## src/rtl/ex_mem_pipe_pkg.sv

```systemverilog
// Shared definitions for the EX->MEM pipeline register: default widths,
// control-field bit positions, the default-width payload view and the
// skid-buffer state encoding.
package ex_mem_pipe_pkg;

  localparam int DATA_W_DEF = 32;
  localparam int ADDR_W_DEF = 5;
  localparam int WB_W_DEF   = 2;
  localparam int MEM_W_DEF  = 2;

  localparam int WB_REGWRITE_BIT = 0;
  localparam int MEM_READ_BIT    = 0;
  localparam int MEM_WRITE_BIT   = 1;

  // Payload layout at the default widths; the top packs fields in this order.
  typedef struct packed {
    logic [WB_W_DEF-1:0]   wb;
    logic [MEM_W_DEF-1:0]  mem;
    logic [DATA_W_DEF-1:0] result;
    logic [DATA_W_DEF-1:0] rtdata;
    logic [ADDR_W_DEF-1:0] writeaddr;
  } ex_mem_payload_t;

  typedef enum logic [1:0] {
    ST_EMPTY = 2'd0,
    ST_FULL  = 2'd1,
    ST_SKID  = 2'd2
  } skid_state_t;

  function automatic int payload_width(input int data_w, input int addr_w,
                                       input int wb_w, input int mem_w);
    return wb_w + mem_w + 2 * data_w + addr_w;
  endfunction

endpackage

```

## src/rtl/ex_mem_pipe_skid_buf.sv

```systemverilog
// Generic 2-entry skid buffer with a fully registered upstream ready.
//
//   state    | meaning
//   ---------+----------------------------------------------------------
//   ST_EMPTY | no entry held, out_valid_o=0, in_ready_o=1
//   ST_FULL  | main slot valid and presented, in_ready_o=1
//   ST_SKID  | main and skid valid, skid waits behind main, in_ready_o=0
//
// Because in_ready_o is derived from the next state and registered, the
// downstream ready never reaches the upstream ready combinationally.
module pipe_skid_buf
  import ex_mem_pipe_pkg::*;
#(
  parameter int W = 8
) (
  input  logic         clk_i,
  input  logic         rst_n_i,
  input  logic         flush_i,
  input  logic         in_valid_i,
  output logic         in_ready_o,
  input  logic [W-1:0] in_data_i,
  output logic         out_valid_o,
  input  logic         out_ready_i,
  output logic [W-1:0] out_data_o
);

  skid_state_t  state_q, state_d;
  logic [W-1:0] main_q, main_d;
  logic [W-1:0] skid_q, skid_d;
  logic         in_ready_q, in_ready_d;
  logic         accept, emit;

  assign out_valid_o = (state_q != ST_EMPTY);
  assign in_ready_o  = in_ready_q;
  assign out_data_o  = main_q;
  assign accept      = in_valid_i & in_ready_q;
  assign emit        = out_valid_o & out_ready_i;

  // Next-state and slot loading; flush wins over any same-cycle accept.
  always_comb begin
    state_d = state_q;
    main_d  = main_q;
    skid_d  = skid_q;
    case (state_q)
      ST_EMPTY: begin
        if (accept) begin
          main_d  = in_data_i;
          state_d = ST_FULL;
        end
      end
      ST_FULL: begin
        if (accept && emit) begin
          main_d = in_data_i;
        end else if (accept) begin
          skid_d  = in_data_i;
          state_d = ST_SKID;
        end else if (emit) begin
          state_d = ST_EMPTY;
        end
      end
      ST_SKID: begin
        if (emit) begin
          main_d  = skid_q;
          state_d = ST_FULL;
        end
      end
      default: state_d = ST_EMPTY;
    endcase
    if (flush_i) begin
      state_d = ST_EMPTY;
    end
    in_ready_d = (state_d != ST_SKID);
  end

  // State, slots and registered upstream ready.
  always_ff @(posedge clk_i or negedge rst_n_i) begin
    if (!rst_n_i) begin
      state_q    <= ST_EMPTY;
      main_q     <= '0;
      skid_q     <= '0;
      in_ready_q <= 1'b1;
    end else begin
      state_q    <= state_d;
      main_q     <= main_d;
      skid_q     <= skid_d;
      in_ready_q <= in_ready_d;
    end
  end

endmodule

```

## src/rtl/ex_mem_pipe.sv

```systemverilog
// Elastic EX->MEM pipeline register. Packs the EX outputs into a skid
// buffer, gates WB/MEM control on bubbles and, when EX_MEM_FWD_EN is
// defined, exposes a forwarding tap taken from the main slot.
module ex_mem_pipe
  import ex_mem_pipe_pkg::*;
#(
  parameter int DATA_W = DATA_W_DEF,
  parameter int ADDR_W = ADDR_W_DEF,
  parameter int WB_W   = WB_W_DEF,
  parameter int MEM_W  = MEM_W_DEF
) (
  input  logic              clk_i,
  input  logic              rst_n_i,
  input  logic              flush_i,
  input  logic              in_valid_i,
  output logic              in_ready_o,
  input  logic [WB_W-1:0]   wb_i,
  input  logic [MEM_W-1:0]  mem_i,
  input  logic [DATA_W-1:0] result_i,
  input  logic [DATA_W-1:0] rtdata_i,
  input  logic [ADDR_W-1:0] writeaddr_i,
  output logic              out_valid_o,
  input  logic              out_ready_i,
  output logic [WB_W-1:0]   wb_o,
  output logic [MEM_W-1:0]  mem_o,
  output logic [DATA_W-1:0] result_o,
  output logic [DATA_W-1:0] rtdata_o,
  output logic [ADDR_W-1:0] writeaddr_o
`ifdef EX_MEM_FWD_EN
  ,
  output logic              fwd_we_o,
  output logic [ADDR_W-1:0] fwd_addr_o,
  output logic [DATA_W-1:0] fwd_data_o
`endif
);

  localparam int PAYLOAD_W = payload_width(DATA_W, ADDR_W, WB_W, MEM_W);

  logic [PAYLOAD_W-1:0] in_payload;
  logic [PAYLOAD_W-1:0] out_payload;
  logic [WB_W-1:0]      wb_main;
  logic [MEM_W-1:0]     mem_main;

  assign in_payload = {wb_i, mem_i, result_i, rtdata_i, writeaddr_i};
  assign {wb_main, mem_main, result_o, rtdata_o, writeaddr_o} = out_payload;

  pipe_skid_buf #(
    .W (PAYLOAD_W)
  ) u_skid (
    .clk_i       (clk_i),
    .rst_n_i     (rst_n_i),
    .flush_i     (flush_i),
    .in_valid_i  (in_valid_i),
    .in_ready_o  (in_ready_o),
    .in_data_i   (in_payload),
    .out_valid_o (out_valid_o),
    .out_ready_i (out_ready_i),
    .out_data_o  (out_payload)
  );

  // Control is forced to zero on bubbles so stale RegWrite/MemWrite never fire.
  always_comb begin
    wb_o  = '0;
    mem_o = '0;
    if (out_valid_o) begin
      wb_o  = wb_main;
      mem_o = mem_main;
    end
  end

`ifdef EX_MEM_FWD_EN
  // Forwarding tap; writes to register 0 are never forwarded.
  always_comb begin
    fwd_we_o   = out_valid_o & wb_o[WB_REGWRITE_BIT] & (writeaddr_o != '0);
    fwd_addr_o = writeaddr_o;
    fwd_data_o = result_o;
  end
`endif

endmodule

```

## config.mk

```make
export PLATFORM = sky130hd
export DESIGN_NAME = ex_mem_pipe
export DESIGN_NICKNAME = d
export VERILOG_FILES = /design/src/rtl/ex_mem_pipe_pkg.sv /design/src/rtl/ex_mem_pipe_skid_buf.sv /design/src/rtl/ex_mem_pipe.sv
export SDC_FILE = /design/constraint.sdc
export NUM_CORES = 1
export LEC_CHECK = 0
export ABC_CLOCK_PERIOD_IN_PS = 1700
export CAP_MARGIN = 20
export CORE_MARGIN = 4
export CORE_UTILIZATION = 37
export DETAILED_ROUTE_END_ITERATION = 16
export DONT_BUFFER_PORTS = 1
export GPL_TIMING_DRIVEN = 0
export PLACE_DENSITY = 0.5
export RECOVER_POWER = 100
export SETUP_SLACK_MARGIN = 0.15
export SLEW_MARGIN = 20
export SYNTH_ARGS = -nofsm -noshare
export SYNTH_HDL_FRONTEND = slang
export SYNTH_HIERARCHICAL = 1
export SYNTH_SLANG_ARGS = --single-unit
```

## constraint.sdc

```tcl
create_clock -name clk_i -period 1.7 [get_ports clk_i]
set_input_delay 0.425 -clock clk_i [delete_from_list [all_inputs] [get_ports clk_i]]
set_output_delay 0.425 -clock clk_i [all_outputs]
set_load 0.005 [all_outputs]
```

# --- Yosys cells after proc, flatten, opt, wreduce, memory -nomap -nowiden ---
# Index checks and enable logic that the tools add are counted.
op_classes:
  n_eq_ne: 6
  mux: 13
  n_bitwise: 3
  n_reduce_logical: 6
op_table:
  columns: ["op", "count"]
  rows:
  - ["73-bit 2-to-1 mux", 3]
  - ["73-bit case mux with 3 select lines", 1]
  - ["2-bit 2-to-1 mux", 8]
  - ["2-bit by 1-bit != test with 1-bit output (second input constant)", 3]
  - ["2-bit case mux with 3 select lines", 1]
  - ["4-bit AND reduction", 1]
  - ["3-bit AND reduction", 1]
  - ["3-bit nonzero test", 1]
  - ["1-bit AND", 2]
  - ["2-bit by 1-bit equality test with 1-bit output (second input constant)", 1]
  - ["2-bit equality test (second input constant)", 1]
  - ["2-bit zero test", 1]
  - ["2-bit != test (second input constant)", 1]
  - ["2-bit nonzero test", 1]
  - ["1-bit logical AND", 1]
  - ["1-bit NOT", 1]
totals:
  ff_bits: 149
  out_inout_bits: 75
  wordCells: 32

# --- Depth between registers and ports, before layout ---
logic_depth:
  depth_word: 8
  mapped_depth: 5
  depth_no_buf: 3

# --- By module ---
# Netlist, hierarchy kept.
by_module_without_submodules:
  columns: ["mod", "n_inst", "cells_per_inst", "area_per_inst_um2", "seq_area_each_um2"]
  rows:
  - ["pipe_skid_buf", 1, 422, 6409.9, 3729.8]
  - ["ex_mem_pipe", 1, 4, 25.0, 0.0]

# --- Least setup slack after synthesis ---
# OpenSTA, ideal clock, no wires.
synth_path:
  path_type: "reg-to-reg"
  from: "register u_skid.in_ready_q (netlist: u_skid/in_ready_o)"
  to: "register u_skid.skid_q[10]"
  setup_ns: 0.125
  arrival_time_ns: 1.607
  path_slack_ns: -0.032
  path_stages_with_launch: 6
  n_path_buf: 2
  synth_period_minus_slack_ns: 1.732
  cell_sequence: "dfstp_2 -> nand3b_4 -> or3b_1 -> buf_4 -> buf_6 -> mux2_4"
synth_via:
  elab_chain_cells: 4
synth_rtl:
  columns: ["item", "line_no", "source"]
  rows:
  - ["start, declared", "ex_mem_pipe_skid_buf.sv:30", "logic in_ready_q, in_ready_d;"]
  - ["start signal, assigned", "ex_mem_pipe_skid_buf.sv:86", "in_ready_q <= in_ready_d;"]
  - ["1-bit AND (*)", "ex_mem_pipe_skid_buf.sv:36", "assign accept = in_valid_i & in_ready_q;"]
  - ["1-bit logical AND", "ex_mem_pipe_skid_buf.sv:52", "if (accept && emit) begin"]
  - ["1-bit NOT (no source line)", null, null]
  - ["3-bit AND reduction (no source line) (*)", null, null]
  - ["end signal, assigned", "ex_mem_pipe_skid_buf.sv:85", "skid_q <= skid_d;"]
  - ["end, declared", "ex_mem_pipe_skid_buf.sv:29", "logic [W-1:0] skid_q, skid_d;"]
# Every way passes the cells marked *; elsewhere a longest branch is shown, timed or not.
# A chain may end at the register's enable or synchronous reset.

# --- Worst setup path in the final report ---
layout_path:
  from: "register u_skid.in_ready_q (netlist: u_skid/in_ready_o)"
  to: "register u_skid.skid_q[13]"
# Same word-level chain as after synthesis.

==> impl_metrics.tcl <==
set metrics [dict create \
    cts-htree-levels 4 \
    dp_cells 646 \
    hold-worst-slack_ns -0.296 \
    finalSetupViolCount 146 \
    violations "hold timing, setup timing" \
    maxCapViolations 0 \
    critPathTopFamily "flip-flops" \
    drive_gt1_share_pct 34.4 \
    critPathArrivalTime_ns 2.15 \
    cts.sinks 149 \
    vias 3899 \
    hpwl_um 10100 \
    die_area_um2 19600 \
    dp_slack_ns -0.647 \
    yosysTopAreaCellShare_pct 57.6 \
    die_h_um 140 \
    synth_top_area_cell "dfrtp_1" \
    via_per_inst 5.64 \
    ant_nets 0 \
    drc 0 \
    row_count 47 \
    worstPathMaxFanout 10 \
    grt_max_degree 150 \
    fin_crit_ns 1.85 \
    syn_nets 504 \
    r2r_start "u_skid/in_ready_o" \
    synthArstFlopShare_pct 100 \
    grt_pass1_wl_um 25100 \
    regToRegSetupSlack_ns -0.15 \
    synth_area_per_cell_um2 15.1 \
    ios 153 \
    cts_tree "built" \
    synthFlopType "dfrtp_1" \
    die_w_um 140 \
    antenna_found_initial 0 \
    worstReg2RegEnd "u_skid/skid_q[13]" \
    yosysWarnings 6 \
    grt_overflow 0 \
    cpMaxStageDelayCell "dfstp_2" \
    critPathKind "flip-flop to flip-flop" \
    routed_wl_um 16100 \
    cpPeakStageDelay_ns 0.62 \
    drt_iter0_markers 209 \
    drtPass1Iterations 4 \
    initial_core_util_pct 38.3 \
    status "complete, but fails checks" \
    ys_top_cells_by_count "dfrtp_1, o21a_1, o32a_1, mux2_4, clkbuf_1" \
    clk_pin_slew_ns 0.06 \
    core_um2 16800 \
    ys_ff_latch 149 \
    maxSlewHeadroom_pct 65.0 \
    cp_cell_sequence "nand3b_4, or3b_4, buf_12, buf_8, mux2_4" \
    finalNonFillerCells 691 \
    synth.distinct_cells 26 \
    vdd_drop_max_mv 0.678 \
    crit_required_ns 1.99 \
    max_freq_mhz 539 \
    gp_congestion 0.723 \
    layout.nets 537 \
    seq_area_frac_synth_pct 58.0 \
    synth_edf_count 0 \
    numCtsBuffers 17 \
    rsz0062_at_grt "yes" \
    clockBufferDepth 2 \
    wire_per_inst_um 23.3 \
    cts_root_buffer "clkbuf_16" \
    grtUsageTotal_pct 16.3 \
    path_buf_inv 2 \
    fin_skew_ns 0.00553 \
    leakage_nw 3.39 \
    io_buffers 0 \
    startpoint_type "flip-flop" \
    ys_top_cells_by_area "dfrtp_1, mux2_4, o32a_1" \
    period_share_pct 109 \
    r2r_cells 5 \
    p_per_area_nw_per_um2 1320 \
    clkLatencyLatePin_ns 0.41 \
    grt_pass1_vias 4308 \
    power_mw 10.2 \
    drv_slew 0 \
    hold_viol_final 148 \
    yosysMostFrequentCell "dfrtp_1" \
    num_antenna_cells 0 \
    syn-cell-area_um2 6430 \
    area_growth_pct 20.5 \
    hold_path_class "input pin to async pin" \
    syn_inst 426 \
    worst_slew_pin_slew_ns 0.525 \
    worst_slack_ns -0.154 \
    end_kind "flip-flop" \
]
-- where the power goes --
part	leakage, nW	internal [mW]	switching (mW)	total, mW
Sequential	1.73	4.33	0.536	4.87
Combinational	1.37	1.14	0.475	1.62
Clock	0.286	2.33	1.42	3.74
-- worst max path at each step --
stage	from	end	slack [ns]	cells past startpoint
6_report	u_skid/in_ready_o	u_skid/skid_q[13]	-0.15	5
5_1_grt	u_skid/in_ready_o	u_skid/skid_q[55]	-0.20	5
4_1_cts	u_skid/in_ready_o	u_skid/skid_q[10]	-0.16	5
3_5_place_dp	u_skid/in_ready_o	u_skid/out_data_o[21]	-0.65	4
3_3_place_gp	u_skid/in_ready_o	u_skid/out_data_o[27]	-0.61	4
2_1_floorplan	u_skid/in_ready_o	u_skid/skid_q[10]	-0.02	5
-- final cells by class --
type / count / area, um2
fillers: 1540 / 9070
inverters: 2 / 7.51
plain buffers: 39 / 418
flip-flops and latches: 149 / 3730
clock buffers: 21 / 450
repair buffers: 14 / 218
multi-input cells: 236 / 2520
well taps: 220 / 275
clock inverters: 10 / 131
-- placed cells by master, fill, tap and decap left out, types with 2 or more instances in the layout --
| cell type | n |
|---|---|
| and2_4 | 4 |
| buf_12 | 5 |
| buf_2 | 7 |
| buf_4 | 7 |
| buf_6 | 4 |
| buf_8 | 10 |
| bufinv_16 | 3 |
| clkbuf_1 | 4 |
| clkbuf_16 | 23 |
| clkbuf_2 | 6 |
| clkbuf_4 | 5 |
| clkinv_2 | 5 |
| dfrtp_1 | 148 |
| inv_1 | 2 |
| mux2_2 | 3 |
| mux2_4 | 70 |
| o21a_1 | 73 |
| o32a_1 | 73 |
-- stage by stage --
stage	hold WS, ns	util (%)	instance area (um2)	setup TNS (ns)
floorplan	0.129	-	6440	-1.24
global placement	0.133	39.9	6710	-49.18
detailed placement	0.133	39.9	6710	-54.68
CTS	-0.320	45.2	7600	-11.64
global route	-0.326	46.1	7750	-22.36
finish	-0.296	46.1	7750	-15.21
-- routing by layer --
layer  vias up  wire length (um)  global-route usage, %
met2       123              7300                   24.2
met1      2042              6890                   20.4
met5         -                 0                      0
met4         0               315                   6.48
li1       1716                 -                      -
met3        18              1590                   8.03
-- state kept, by name (all words and copies together), names as in the netlist --
signal	count
u_skid/skid_q	73
u_skid/out_data_o	73
u_skid/state_q	2
u_skid/in_ready_o	1
-- worst reg2reg max path: cells and delay by family, from the launching register on --
family	cells	cell delay [ns]
buffers and inverters	2	0.33
and+or+nand+nor	2	0.48
muxes	1	0.31
DFF	1	0.62
-- cells by family (layout without fill, tap and decap cells) --
logic type	count (synthesis)	count (layout)	synth area share (%)
compound gates	150	150	20.3
flops	149	149	58.0
mux	73	73	16.9
buf+inv	41	86	3.29
simple gates	13	13	1.61
-- timing repair --
action                                 4_1_cts  5_1_grt
resized for setup                           66       28
pin swaps                                    2        0
endpoints found under the hold margin      149      149
cloned                                       2        5
setup endpoints to repair                  152      151
setup buffers                                6        1
Note: power is estimated with default switching activity, not from simulation.
